`src/rtl/id_ex_alu_decoder.sv`:
```
// id_ex_alu_decoder: decodes the IF/ID MIPS instruction into the ID/EX register and detects load-use hazards.
// Optional feature macro: DECODE_ILLEGAL_TRAP_EN builds a sticky flag for unsupported instructions.
module id_ex_alu_decoder (
    input  logic        clk,
    input  logic        rst,
    input  logic [31:0] instr,
    input  logic        id_valid,
    input  logic        ex_stall,
    input  logic        flush,
    output logic [3:0]  aluop,
    output logic        alusrc,
    output logic [31:0] imm_ext,
    output logic [4:0]  dest,
    output logic        regwrite,
    output logic        memread,
    output logic        memwrite,
    output logic        memtoreg,
    output logic        branch,
    output logic        ex_valid,
    output logic        hazard_stall,
    output logic        illegal
);
    localparam logic [5:0] OP_RTYPE = 6'h00;
    localparam logic [5:0] OP_ADDI  = 6'h08;
    localparam logic [5:0] OP_ADDIU = 6'h09;
    localparam logic [5:0] OP_ANDI  = 6'h0c;
    localparam logic [5:0] OP_ORI   = 6'h0d;
    localparam logic [5:0] OP_LUI   = 6'h0f;
    localparam logic [5:0] OP_LW    = 6'h23;
    localparam logic [5:0] OP_SW    = 6'h2b;
    localparam logic [5:0] OP_BEQ   = 6'h04;
    localparam logic [5:0] F_ADDU = 6'h21;
    localparam logic [5:0] F_SUBU = 6'h23;
    localparam logic [5:0] F_ADD  = 6'h20;
    localparam logic [5:0] F_AND  = 6'h24;
    localparam logic [5:0] F_OR   = 6'h25;
    localparam logic [5:0] F_SLT  = 6'h2a;
    localparam logic [3:0] ALU_ADDU  = 4'b0000;
    localparam logic [3:0] ALU_SUBU  = 4'b0001;
    localparam logic [3:0] ALU_ADD   = 4'b0010;
    localparam logic [3:0] ALU_AND   = 4'b0011;
    localparam logic [3:0] ALU_OR    = 4'b0100;
    localparam logic [3:0] ALU_SLT   = 4'b0101;
    localparam logic [3:0] ALU_ADDI  = 4'b0110;
    localparam logic [3:0] ALU_ADDIU = 4'b0111;
    localparam logic [3:0] ALU_ANDI  = 4'b1000;
    localparam logic [3:0] ALU_ORI   = 4'b1001;
    localparam logic [3:0] ALU_LUI   = 4'b1010;
    localparam logic [3:0] ALU_LW    = 4'b1011;
    localparam logic [3:0] ALU_SW    = 4'b1100;
    localparam logic [3:0] ALU_BEQ   = 4'b1101;

    typedef struct packed {
        logic        ex_valid;
        logic [3:0]  aluop;
        logic        alusrc;
        logic [31:0] imm_ext;
        logic [4:0]  dest;
        logic        regwrite;
        logic        memread;
        logic        memwrite;
        logic        memtoreg;
        logic        branch;
    } idex_t;

    localparam idex_t BUBBLE = '0;

    logic [5:0]  opcode;
    logic [5:0]  funct;
    logic [4:0]  rs;
    logic [4:0]  rt;
    logic [4:0]  rd;
    logic [31:0] sext;
    logic [31:0] zext;
    logic        legal;
    logic        reads_rt;
    idex_t       dec;
    idex_t       load;
    idex_t       idex_d;
    idex_t       idex_q;

    assign opcode = instr[31:26];
    assign rs     = instr[25:21];
    assign rt     = instr[20:16];
    assign rd     = instr[15:11];
    assign funct  = instr[5:0];
    assign sext   = {{16{instr[15]}}, instr[15:0]};
    assign zext   = {16'h0000, instr[15:0]};

    // Decode the IF/ID word into a full ID/EX entry and classify it as supported or not.
    always_comb begin
        dec   = BUBBLE;
        legal = 1'b0;
        case (opcode)
            OP_RTYPE: begin
                dec.dest     = rd;
                dec.regwrite = 1'b1;
                legal        = 1'b1;
                case (funct)
                    F_ADDU:  dec.aluop = ALU_ADDU;
                    F_SUBU:  dec.aluop = ALU_SUBU;
                    F_ADD:   dec.aluop = ALU_ADD;
                    F_AND:   dec.aluop = ALU_AND;
                    F_OR:    dec.aluop = ALU_OR;
                    F_SLT:   dec.aluop = ALU_SLT;
                    // The all-zero word is the canonical nop; other unknown functs are unsupported.
                    default: legal = (instr == 32'h0);
                endcase
            end
            OP_ADDI: begin
                legal        = 1'b1;
                dec.aluop    = ALU_ADDI;
                dec.alusrc   = 1'b1;
                dec.imm_ext  = sext;
                dec.dest     = rt;
                dec.regwrite = 1'b1;
            end
            OP_ADDIU: begin
                legal        = 1'b1;
                dec.aluop    = ALU_ADDIU;
                dec.alusrc   = 1'b1;
                dec.imm_ext  = sext;
                dec.dest     = rt;
                dec.regwrite = 1'b1;
            end
            OP_ANDI: begin
                legal        = 1'b1;
                dec.aluop    = ALU_ANDI;
                dec.alusrc   = 1'b1;
                dec.imm_ext  = zext;
                dec.dest     = rt;
                dec.regwrite = 1'b1;
            end
            OP_ORI: begin
                legal        = 1'b1;
                dec.aluop    = ALU_ORI;
                dec.alusrc   = 1'b1;
                dec.imm_ext  = zext;
                dec.dest     = rt;
                dec.regwrite = 1'b1;
            end
            OP_LUI: begin
                legal        = 1'b1;
                dec.aluop    = ALU_LUI;
                dec.alusrc   = 1'b1;
                dec.imm_ext  = zext;
                dec.dest     = rt;
                dec.regwrite = 1'b1;
            end
            OP_LW: begin
                legal        = 1'b1;
                dec.aluop    = ALU_LW;
                dec.alusrc   = 1'b1;
                dec.imm_ext  = sext;
                dec.dest     = rt;
                dec.regwrite = 1'b1;
                dec.memread  = 1'b1;
                dec.memtoreg = 1'b1;
            end
            OP_SW: begin
                legal        = 1'b1;
                dec.aluop    = ALU_SW;
                dec.alusrc   = 1'b1;
                dec.imm_ext  = sext;
                dec.memwrite = 1'b1;
            end
            OP_BEQ: begin
                legal       = 1'b1;
                dec.aluop   = ALU_BEQ;
                dec.imm_ext = sext;
                dec.branch  = 1'b1;
            end
            default: legal = 1'b0;
        endcase
        dec.regwrite = dec.regwrite & (dec.dest != 5'd0);
        dec.ex_valid = 1'b1;
    end

    assign reads_rt = (opcode == OP_RTYPE) | (opcode == OP_SW) | (opcode == OP_BEQ);

    assign hazard_stall = idex_q.ex_valid & idex_q.memread & (idex_q.dest != 5'd0) & id_valid &
                          ((idex_q.dest == rs) | (reads_rt & (idex_q.dest == rt)));

    // Invalid or unsupported words enter ID/EX as bubbles so no stray control reaches EX.
    assign load = (id_valid & legal) ? dec : BUBBLE;

    // ID/EX next state: flush beats stall, stall beats the load-use bubble.
    always_comb begin
        idex_d = flush ? BUBBLE : ex_stall ? idex_q : hazard_stall ? BUBBLE : load;
    end

    // ID/EX register.
    always_ff @(posedge clk) begin
        if (rst) idex_q <= BUBBLE;
        else     idex_q <= idex_d;
    end

    assign aluop    = idex_q.aluop;
    assign alusrc   = idex_q.alusrc;
    assign imm_ext  = idex_q.imm_ext;
    assign dest     = idex_q.dest;
    assign regwrite = idex_q.regwrite;
    assign memread  = idex_q.memread;
    assign memwrite = idex_q.memwrite;
    assign memtoreg = idex_q.memtoreg;
    assign branch   = idex_q.branch;
    assign ex_valid = idex_q.ex_valid;

`ifdef DECODE_ILLEGAL_TRAP_EN
    logic illegal_d;
    logic illegal_q;

    // Latch on an unsupported word only when it would actually have been loaded.
    always_comb begin
        illegal_d = illegal_q | (~flush & ~ex_stall & ~hazard_stall & id_valid & ~legal);
    end

    // Sticky trap flag, cleared only by reset.
    always_ff @(posedge clk) begin
        if (rst) illegal_q <= 1'b0;
        else     illegal_q <= illegal_d;
    end

    assign illegal = illegal_q;
`else
    assign illegal = 1'b0;
`endif
endmodule

```
`config.mk`:
```
export PLATFORM = sky130hd
export DESIGN_NAME = id_ex_alu_decoder
export DESIGN_NICKNAME = d
export VERILOG_FILES = /design/src/rtl/id_ex_alu_decoder.sv
export SDC_FILE = /design/constraint.sdc
export NUM_CORES = 1
export LEC_CHECK = 0
export CAP_MARGIN = 40
export CORE_UTILIZATION = 35
export CTS_CLUSTER_SIZE = 24
export DETAILED_ROUTE_END_ITERATION = 8
export HOLD_SLACK_MARGIN = 0.06
export PLACE_DENSITY = 0.66
export SLEW_MARGIN = 0
export SYNTH_ARGS = -nofsm -noshare
export SYNTH_HDL_FRONTEND = slang
export SYNTH_SLANG_ARGS = --single-unit
```
`constraint.sdc`:
```
create_clock -name clk -period 4.8 [get_ports clk]
set_clock_uncertainty 0.15 [all_clocks]
set_input_delay 0.96 -clock clk [delete_from_list [all_inputs] [get_ports clk]]
set_output_delay 0.96 -clock clk [all_outputs]
set_load 0.1 [all_outputs]
```
==> flow_summary_export.csv, run 1 <==
group,metric,value,unit
timing,worst_pin_slew,626,ps
yosys,yosysTopAreaCell,"dfxtp_1",
timing,rsz0062_at_grt,"false",
floorplan,rows,26,
worst_setup_path,critPathSlowestCell,"clkdlybuf4s50_1",
worst_setup_path,path_max_fanout,11,
layout,nNetsFinal,372,
yosys,synthMuxAreaShare,0,%
yosys,async_reset_ff_share,0,%
grt,grt_start_max_net_pins,34,
routing,wl_per_cell,14.1,µm
floorplan,initial_core_util,36.8,%
yosys,ys_ff_latch,32,
yosys,syn_inst,230,
cts,worstSkewPairLatency,280,ps
yosys,ys_top_cells_by_count,"32 x dfxtp_1, 32 x nor2_1, 17 x a22oi_1, 17 x buf_4, 15 x a21oi_1",
layout,final_area,3460,µm²
status,status,"finished, final reports clean",
yosys,syn_area_per_cell,8.29,µm²
yosys,synth_compound_area_share,24.4,%
timing,period_needed,4020,ps
routing,firstDrtPassIters,4,
grt,grt_pass1_vias,1919,
power,leakage,0.00120,µW
cts,clk_pin_slew,70,ps
yosys,ys_warn_count,0,
floorplan,die_area,5740,µm²
placed_design,port_buffers,85,
power,peakVddDrop,0.113,mV
floorplan,io_pins,87,
layout,post-route-util,67.0,%
yosys,ys_types,40,
routing,vias,2095,
timing,setup_viol,0,
worst_setup_path,path_cells,"clkdlybuf4s50_1 > nor4_2 > a21oi_1 > or4b_4 > nand2_1 > buf_12",
routing,viasPerCell,5.16,
floorplan,die_w,75.8,µm
grt,grt_pass1_wl,8900,µm
flow_run,drv_cap,0,
power,powerDensity,172,nW/µm²
cts,clockRootBuffer,"clkbuf_8",
grt,gr-total-overflow,0,
worst_setup_path,end_kind,"primary output",
cts,cts.sinks,32,
routing,ant_nets,0,
yosys,seq_area_frac_synth,33.6,%
layout,area_delta_synth_final,81.8,%
yosys,synth.cell_area,1910,µm²
grt,grt_use_total,20.8,%
power,power,597,µW
routing,wl,5740,µm
yosys,synthAdderAreaFrac,0,%
cts,cts_setup_buffers,0,
hold_path,hp-class,"reg -> reg",
yosys,synth_top_area_share,33.6,%
layout,drive_above_1_share,22.0,%
timing,hold_slack,308,ps
floorplan,core,5170,µm²
timing,slew_violations,0,
yosys,netlist_top_cells_area,"dfxtp_1 34%, a22oi_1 6.7%, buf_4 6.7%",
yosys,synth_xor_area_share,4.60,%
cts,hold_buffers,0,
worst_setup_path,slowest_delay,590,ps
routing,post-route-drc-count,0,
timing,period_share,83.7,%
yosys,synth_top_family_by_area,"simple AND/OR/NAND/NOR gates",
yosys,synth_edf_count,0,
cts,cts_resized,0,
yosys,synth_ff_type,"dfxtp_1",
timing,hold_viol,0,
worst_setup_path,crit_type,"in -> out",
yosys,syn-num-nets,267,
worst_setup_path,cp.required,3690,ps
routing,drt_iter0_markers,118,
cts,cts_buffers,5,
timing,fmax,249,MHz
cts,cts_tree,"yes",
yosys,synthSimpleGateAreaFrac,25.5,%
floorplan,die_h,75.8,µm
placed_design,placed_cell_area,3370,µm²
layout,diodes,0,
timing,maxSlewHeadroom,58.3,%
placed_design,dp_hpwl,4420,µm
grt,grt_antenna_before_repair,0,
placed_design,finalWeightedCongestion,0.891,
cts,cts_buffer_depth,2,
worst_setup_path,start_kind,"primary input",
cts,cts_max_level,2,
timing,tns,0,ps
worst_setup_path,cp.arrival,2910,ps
[final timing paths]
check	slack (ps)	from	endpoint	cells past startpoint
worst max-delay path	780	instr[29]	hazard_stall	6
worst min-delay path	310	branch	branch	2
worst max register to register	2410	dest[0]	regwrite	6
worst min register to register	310	branch	branch	2
[routing by layer]
metal / global-route usage, % / wire length, µm / part of all wire (%)
met1: 24.1 / 2390 / 42
met2: 36.1 / 2850 / 50
met3: 6.61 / 414 / 7.2
met4: 7.00 / 76 / 1.3
met5: 0 / 0 / 0
[cell usage in the layout, fill, tap and decap left out, types with 4 or more instances in the layout]
cell	count
a21oi_1	15
nand3_1	10
nor4_1	5
a22oi_2	10
nor2_1	32
nor3_1	6
dfxtp_1	32
clkdlybuf4s50_1	84
xnor2_1	7
clkbuf_8	6
buf_8	47
o31ai_1	6
a22oi_1	17
o21ai_0	4
nand2_1	10
[critical path: cells and delay by family]
kind	cells	cell delay, ps
compound gates	1	90
buf+inv	2	780
simple gates	3	1080
[where the power goes]
part / total [µW] / switching, µW / internal, µW
registers: 267 / 0.726 / 266
clock network: 222 / 106 / 117
logic: 108 / 59.6 / 48.0
total: 597 / 166 / 431
[cell type report]
class / count / area, µm²
repair buffers: 134 / 1600
clock inverters: 1 / 7.51
clock buffers: 7 / 86.3
fillers: 405 / 1710
flip-flops and latches: 32 / 641
well taps: 70 / 87.6
multi-input cells: 162 / 1040
[per-stage QoR]
step,setup WS [ps],cells
floorplan,1030,230
detailed placement,793,398
global route,634,406
global placement,774,350
CTS,774,406
finish,782,406
[cell families (layout without fill, tap and decap cells)]
logic type,count (synthesis),after routing
compound gates,60,60
xor+xnor,10,10
buf+inv,36,142
flops,32,32
other cells,1,1
simple gates,91,91
[registers in the layout, indices dropped and copies added (netlist names)]
signal,cells
imm_ext,17
dest,5
aluop,4
alusrc,1
branch,1
ex_valid,1
memread,1
memwrite,1
regwrite,1
Note: power is estimated with default switching activity, not from simulation.
==> run 2: changes to the inputs <==
clock period = 3.8 ns   (was 4.8 ns; I/O delays follow)
==> run 2 against run 1 <==
  * Critical path depth unchanged
  * Clock power increased by 26%
  * Sequential share of layout area rose by 1.4 points
  * Via count fell by 2.9%
  * Setup slack got worse by 540 ps
  * Combinational power up 27%
  * Die area did not move
  * Core utilization fell by 4.8 points
  * Design area shrank 7.2%
  * Sequential cell count did not move
  * Hold slack worse by 8.0 ps
==> flow_summary_export.csv, run 2 (synthesized netlist as in run 1, its figures left out) <==
group,metric,value,unit
routing,wl_per_cell,14.2,µm
worst_setup_path,crit_start,"instr[27]",
timing,fmax,281,MHz
layout,final_area,3210,µm²
timing,period_needed,3550,ps
routing,vias,2035,
layout,diodes,0,
worst_setup_path,critPathSlowestCell,"clkdlybuf4s50_1",
routing,drt_iter0_markers,142,
floorplan,rows,26,
placed_design,finalWeightedCongestion,0.903,
floorplan,initial_core_util,36.8,%
cts,cts_resized,0,
layout,final_cell_mix,"68 x clkdlybuf4s50_1, 32 x nor2_1, 32 x dfxtp_1",
worst_setup_path,slowest_delay,630,ps
worst_setup_path,cp.arrival,2640,ps
grt,grt_pass1_wl,8760,µm
layout,fillers,453,
worst_setup_path,r2r-start,"dest[0]",
cts,worstSkewPairLatency,280,ps
timing,rsz0062_at_grt,"false",
grt,grt_pass1_vias,1860,
power,powerDensity,234,nW/µm²
worst_setup_path,r2r-end,"dest[3]",
floorplan,core,5170,µm²
power,leakage,0.00114,µW
worst_setup_path,setup.worst_path.end,"hazard_stall",
timing,worst_pin_slew,606,ps
floorplan,die_h,75.8,µm
layout,drive_above_1_share,24.1,%
layout,area_delta_synth_final,68.7,%
timing,slew_violations,0,
timing,tns,0,ps
placed_design,dp_slack,271,ps
worst_setup_path,start_kind,"primary input",
floorplan,die_w,75.8,µm
cts,hold_buffers,0,
cts,cts_setup_buffers,0,
placed_design,port_buffers,85,
status,status,"finished, final reports clean",
grt,gr-total-overflow,0,
power,peakVddDrop,0.154,mV
cts,clockRootBuffer,"clkbuf_8",
worst_setup_path,crit_type,"in -> out",
worst_setup_path,path_max_fanout,8,
timing,postLayoutSetupSlackWorst,246,ps
routing,wl,5580,µm
floorplan,die_area,5740,µm²
layout,nNetsFinal,360,
cts,cts_buffers,5,
grt,grt_use_total,20.6,%
timing,setup_viol,0,
hold_path,hp-class,"reg -> reg",
cts,cts.sinks,32,
grt,grt_antenna_before_repair,0,
worst_setup_path,reg2reg_slack,1430,ps
layout,seq_area,641,µm²
layout,final_common_cell,"clkdlybuf4s50_1",
routing,firstDrtPassIters,4,
worst_setup_path,end_kind,"primary output",
cts,cts_buffer_depth,2,
placed_design,dp_hpwl,4270,µm
cts,cts_tree,"yes",
placed_design,placed_cell_area,3120,µm²
timing,period_share,93.5,%
layout,largest_reg_flops,17,
grt,grt_start_max_net_pins,33,
worst_setup_path,cp.required,2890,ps
floorplan,io_pins,87,
layout,post-route-util,62.1,%
flow_run,drv_cap,0,
worst_setup_path,path_cells,"clkdlybuf4s50_1 > and4b_1 > a21oi_1 > or4b_4 > nand2_1 > buf_12",
routing,post-route-drc-count,0,
cts,clk_pin_slew,60,ps
routing,viasPerCell,5.16,
layout,multiInputGateArea,1040,µm²
cts,cts_max_level,2,
hold_path,hp-start,"branch",
routing,ant_nets,0,
timing,hold_slack,300,ps
worst_setup_path,reg2regPathDepth,6,
timing,maxSlewHeadroom,59.6,%
timing,hold_viol,0,
==> run 2: changes by cell type in the layout (fill, tap and decap cells not counted), sizes merged <==
cell,change
buf,+4
clkdlybuf4s50,-16
==> run 2: cell type report <==
class / instances / area share, %
clock inverter: 1 / 0.234
sequential: 32 / 19.9
multi-input combinational: 162 / 32.4
tap: 70 / 2.72
timing repair buffer: 122 / 42.0
clock buffer: 7 / 2.69
==> run 2: worst min path at each step <==
stage               endpoint  depth (start not counted)
detailed placement    branch                          2
floorplan             branch                          2
global route          branch                          2
CTS                   branch                          2
finish                branch                          2
global placement      branch                          2
==> run 2: power breakdown <==
part           internal (µW)  switching (µW)  total, µW
combinational           61.7            75.5        137
clock                    147             132        279
sequential               336           0.911        337
==> run 2: per-stage QoR <==
step | power [µW] | instances
final | 753 | 394
after global placement | 478 | 354
after detailed placement | 482 | 386
after CTS | 760 | 394
after floorplan | 418 | 230
after global routing | 782 | 394
==> run 2: routing by layer <==
layer | vias to the layer above | part of all wire (%) | track usage, %
met4 | 0 | 1.5 | 9.26
met2 | 78 | 50 | 33.6
li1 | 1000 | - | -
met1 | 948 | 42 | 25.4
met3 | 9 | 6.3 | 5.56
met5 | - | 0 | 0
==> run 2: critical path: cells and delay by family <==
kind / cells / cell delay (ps)
compound gates: 1 / 100
buf+inv: 2 / 820
simple gates: 3 / 960
==> run 3: changes to the inputs <==
PLACE_DENSITY = 0.77   (was 0.66)
==> run 3 against run 2 <==
  * Final cell count did not move
  * Highest routed layer unchanged
  * Largest power group unchanged
  * Sequential share of layout area shrank 0.062 points
  * Total power grew 0.52%
  * Register-to-register slack improved by 20 ps
  * Sequential cell count did not move
  * Via count is 1.3% higher
  * Die area is the same
==> flow_summary_export.csv, run 3 (synthesized netlist as in run 1, its figures left out) <==
group,metric,value,unit
status,status,"finished, final reports clean",
power,switching_share,26.0,%
worst_setup_path,cp.arrival,2610,ps
layout,seq_area,641,µm²
routing,firstDrtPassIters,4,
routing,ant_nets,0,
power,combPwrFrac,18.2,%
worst_setup_path,r2r-end,"regwrite",
placed_design,placed_cell_area,3130,µm²
floorplan,core,5170,µm²
timing,hold_viol,0,
grt,grt_antenna_before_repair,0,
power,switchingPower,197,µW
hold_path,holdPathEnd,"branch",
layout,multiInputGateArea,1040,µm²
layout,final_area,3220,µm²
worst_setup_path,reg2regPathDepth,6,
cts,clk_pin_slew,70,ps
timing,setup_viol,0,
cts,cts_tree,"yes",
worst_setup_path,start_kind,"primary input",
grt,grt_start_max_net_pins,33,
power,leakage,0.00115,µW
timing,hold_slack,317,ps
floorplan,initial_core_util,36.8,%
cts,hold_buffers,0,
hold_path,hp-class,"reg -> reg",
routing,drt_iter0_markers,189,
cts,worstSkewPairLatency,280,ps
timing,fmax,284,MHz
power,intPower,560,µW
layout,final_cell_mix,"68 x clkdlybuf4s50_1, 32 x nor2_1, 32 x dfxtp_1",
cts,cts_buffer_depth,2,
layout,drive_above_1_share,24.4,%
floorplan,die_area,5740,µm²
cts,cts_max_level,2,
floorplan,die_h,75.8,µm
layout,diodes,0,
cts,cts_setup_buffers,0,
grt,grt_use_total,20.7,%
flow_run,drv_cap,0,
timing,tns,0,ps
layout,area_delta_synth_final,69.2,%
worst_setup_path,r2r-start,"dest[0]",
worst_setup_path,crit_family,"simple AND/OR/NAND/NOR gates",
floorplan,die_w,75.8,µm
routing,post-route-drc-count,0,
worst_setup_path,critPathSlowestCell,"clkdlybuf4s50_1",
layout,final_common_cell,"clkdlybuf4s50_1",
timing,worst_pin_slew,622,ps
worst_setup_path,cp.required,2890,ps
cts,cts.sinks,32,
timing,period_share,92.8,%
worst_setup_path,crit_type,"in -> out",
cts,cts_resized,0,
routing,wl_per_cell,14.3,µm
cts,cts_buffers,5,
layout,nNetsFinal,361,
hold_path,hp-start,"branch",
worst_setup_path,reg2reg_slack,1450,ps
grt,gr-total-overflow,0,
worst_setup_path,crit_buf_inv,2,
worst_setup_path,path_cells,"clkdlybuf4s50_1 > and4b_1 > a21oi_1 > or4b_4 > nand2_1 > buf_12",
worst_setup_path,slowest_delay,620,ps
grt,grt_pass1_wl,8820,µm
power,p_clk_share,37.2,%
routing,vias,2061,
placed_design,dp_hpwl,4480,µm
timing,slew_violations,0,
worst_setup_path,end_kind,"primary output",
cts,clockRootBuffer,"clkbuf_8",
power,powerDensity,235,nW/µm²
floorplan,io_pins,87,
routing,wl,5640,µm
layout,largest_reg_flops,17,
layout,fillers,413,
grt,grt_pass1_vias,1851,
timing,maxSlewHeadroom,58.5,%
power,pwr-share-seq,44.6,%
power,peakVddDrop,0.188,mV
hold_path,whs_path_depth,2,
floorplan,rows,26,
timing,period_needed,3520,ps
timing,rsz0062_at_grt,"false",
worst_setup_path,path_max_fanout,9,
placed_design,finalWeightedCongestion,0.939,
routing,viasPerCell,5.23,
placed_design,port_buffers,85,
==> run 3: cell types whose count changed in the layout (fill, tap and decap cells not counted) <==
cell / change
buf_4: +1
clkbuf_1: -1
clkbuf_8: +1
clkinvlp_4: -1
==> run 3: layout make-up <==
cell class                 instances  area share (%)
clock buffer                       7            2.99
multi-input combinational        162            32.3
sequential                        32            19.9
tap                               70            2.72
timing repair buffer             123            42.1
==> run 3: worst max path at each step <==
stage                     depth (start not counted)      start  slack (ps)      endpoint
final                                             6  instr[26]         280  hazard_stall
after global routing                              6  instr[26]         160  hazard_stall
after CTS                                         6  instr[27]         270  hazard_stall
after detailed placement                          6  instr[27]         280  hazard_stall
after global placement                            6  instr[26]         310  hazard_stall
after floorplan                                   4    dest[0]         340  hazard_stall
==> run 3: layer usage <==
metal	vias to the layer above	GRT usage, %	wire length [µm]	part of all wire (%)
met2	87	36.7	3000	53
met4	0	5.56	67	1.2
met5	-	0	0	0
li1	1004	-	-	-
met3	9	4.37	336	6.0
met1	961	25.2	2240	40
==> run 3: per-stage QoR <==
stage	power (µW)	utilization [%]	worst slack [ps]	cells
finish	757	62.3	275	394
global route	788	62.3	158	394
CTS	760	62.3	271	394
detailed placement	482	60.5	283	387
global placement	477	50.9	308	355
floorplan	418	-	341	230
==> run 3: power groups by stage <==
| stage | clock network [µW] | logic (µW) | registers (µW) |
|---|---|---|---|
| 6_report | 282 | 138 | 338 |
| 4_1_cts | 285 | 138 | 338 |
| 3_3_place_gp | 0 | 132 | 345 |
| 3_5_place_dp | 0 | 137 | 345 |
| 5_1_grt | 303 | 148 | 337 |
| 2_1_floorplan | 0 | 63.3 | 354 |
==> run 3: worst register-to-register path, stage by stage (launching register included) <==
cell,delay [ps]
dfxtp_1,370
or4_1,560
o21ai_1,170
or4_1,170
and3_1,400
o31ai_4,200
o31ai_1,260
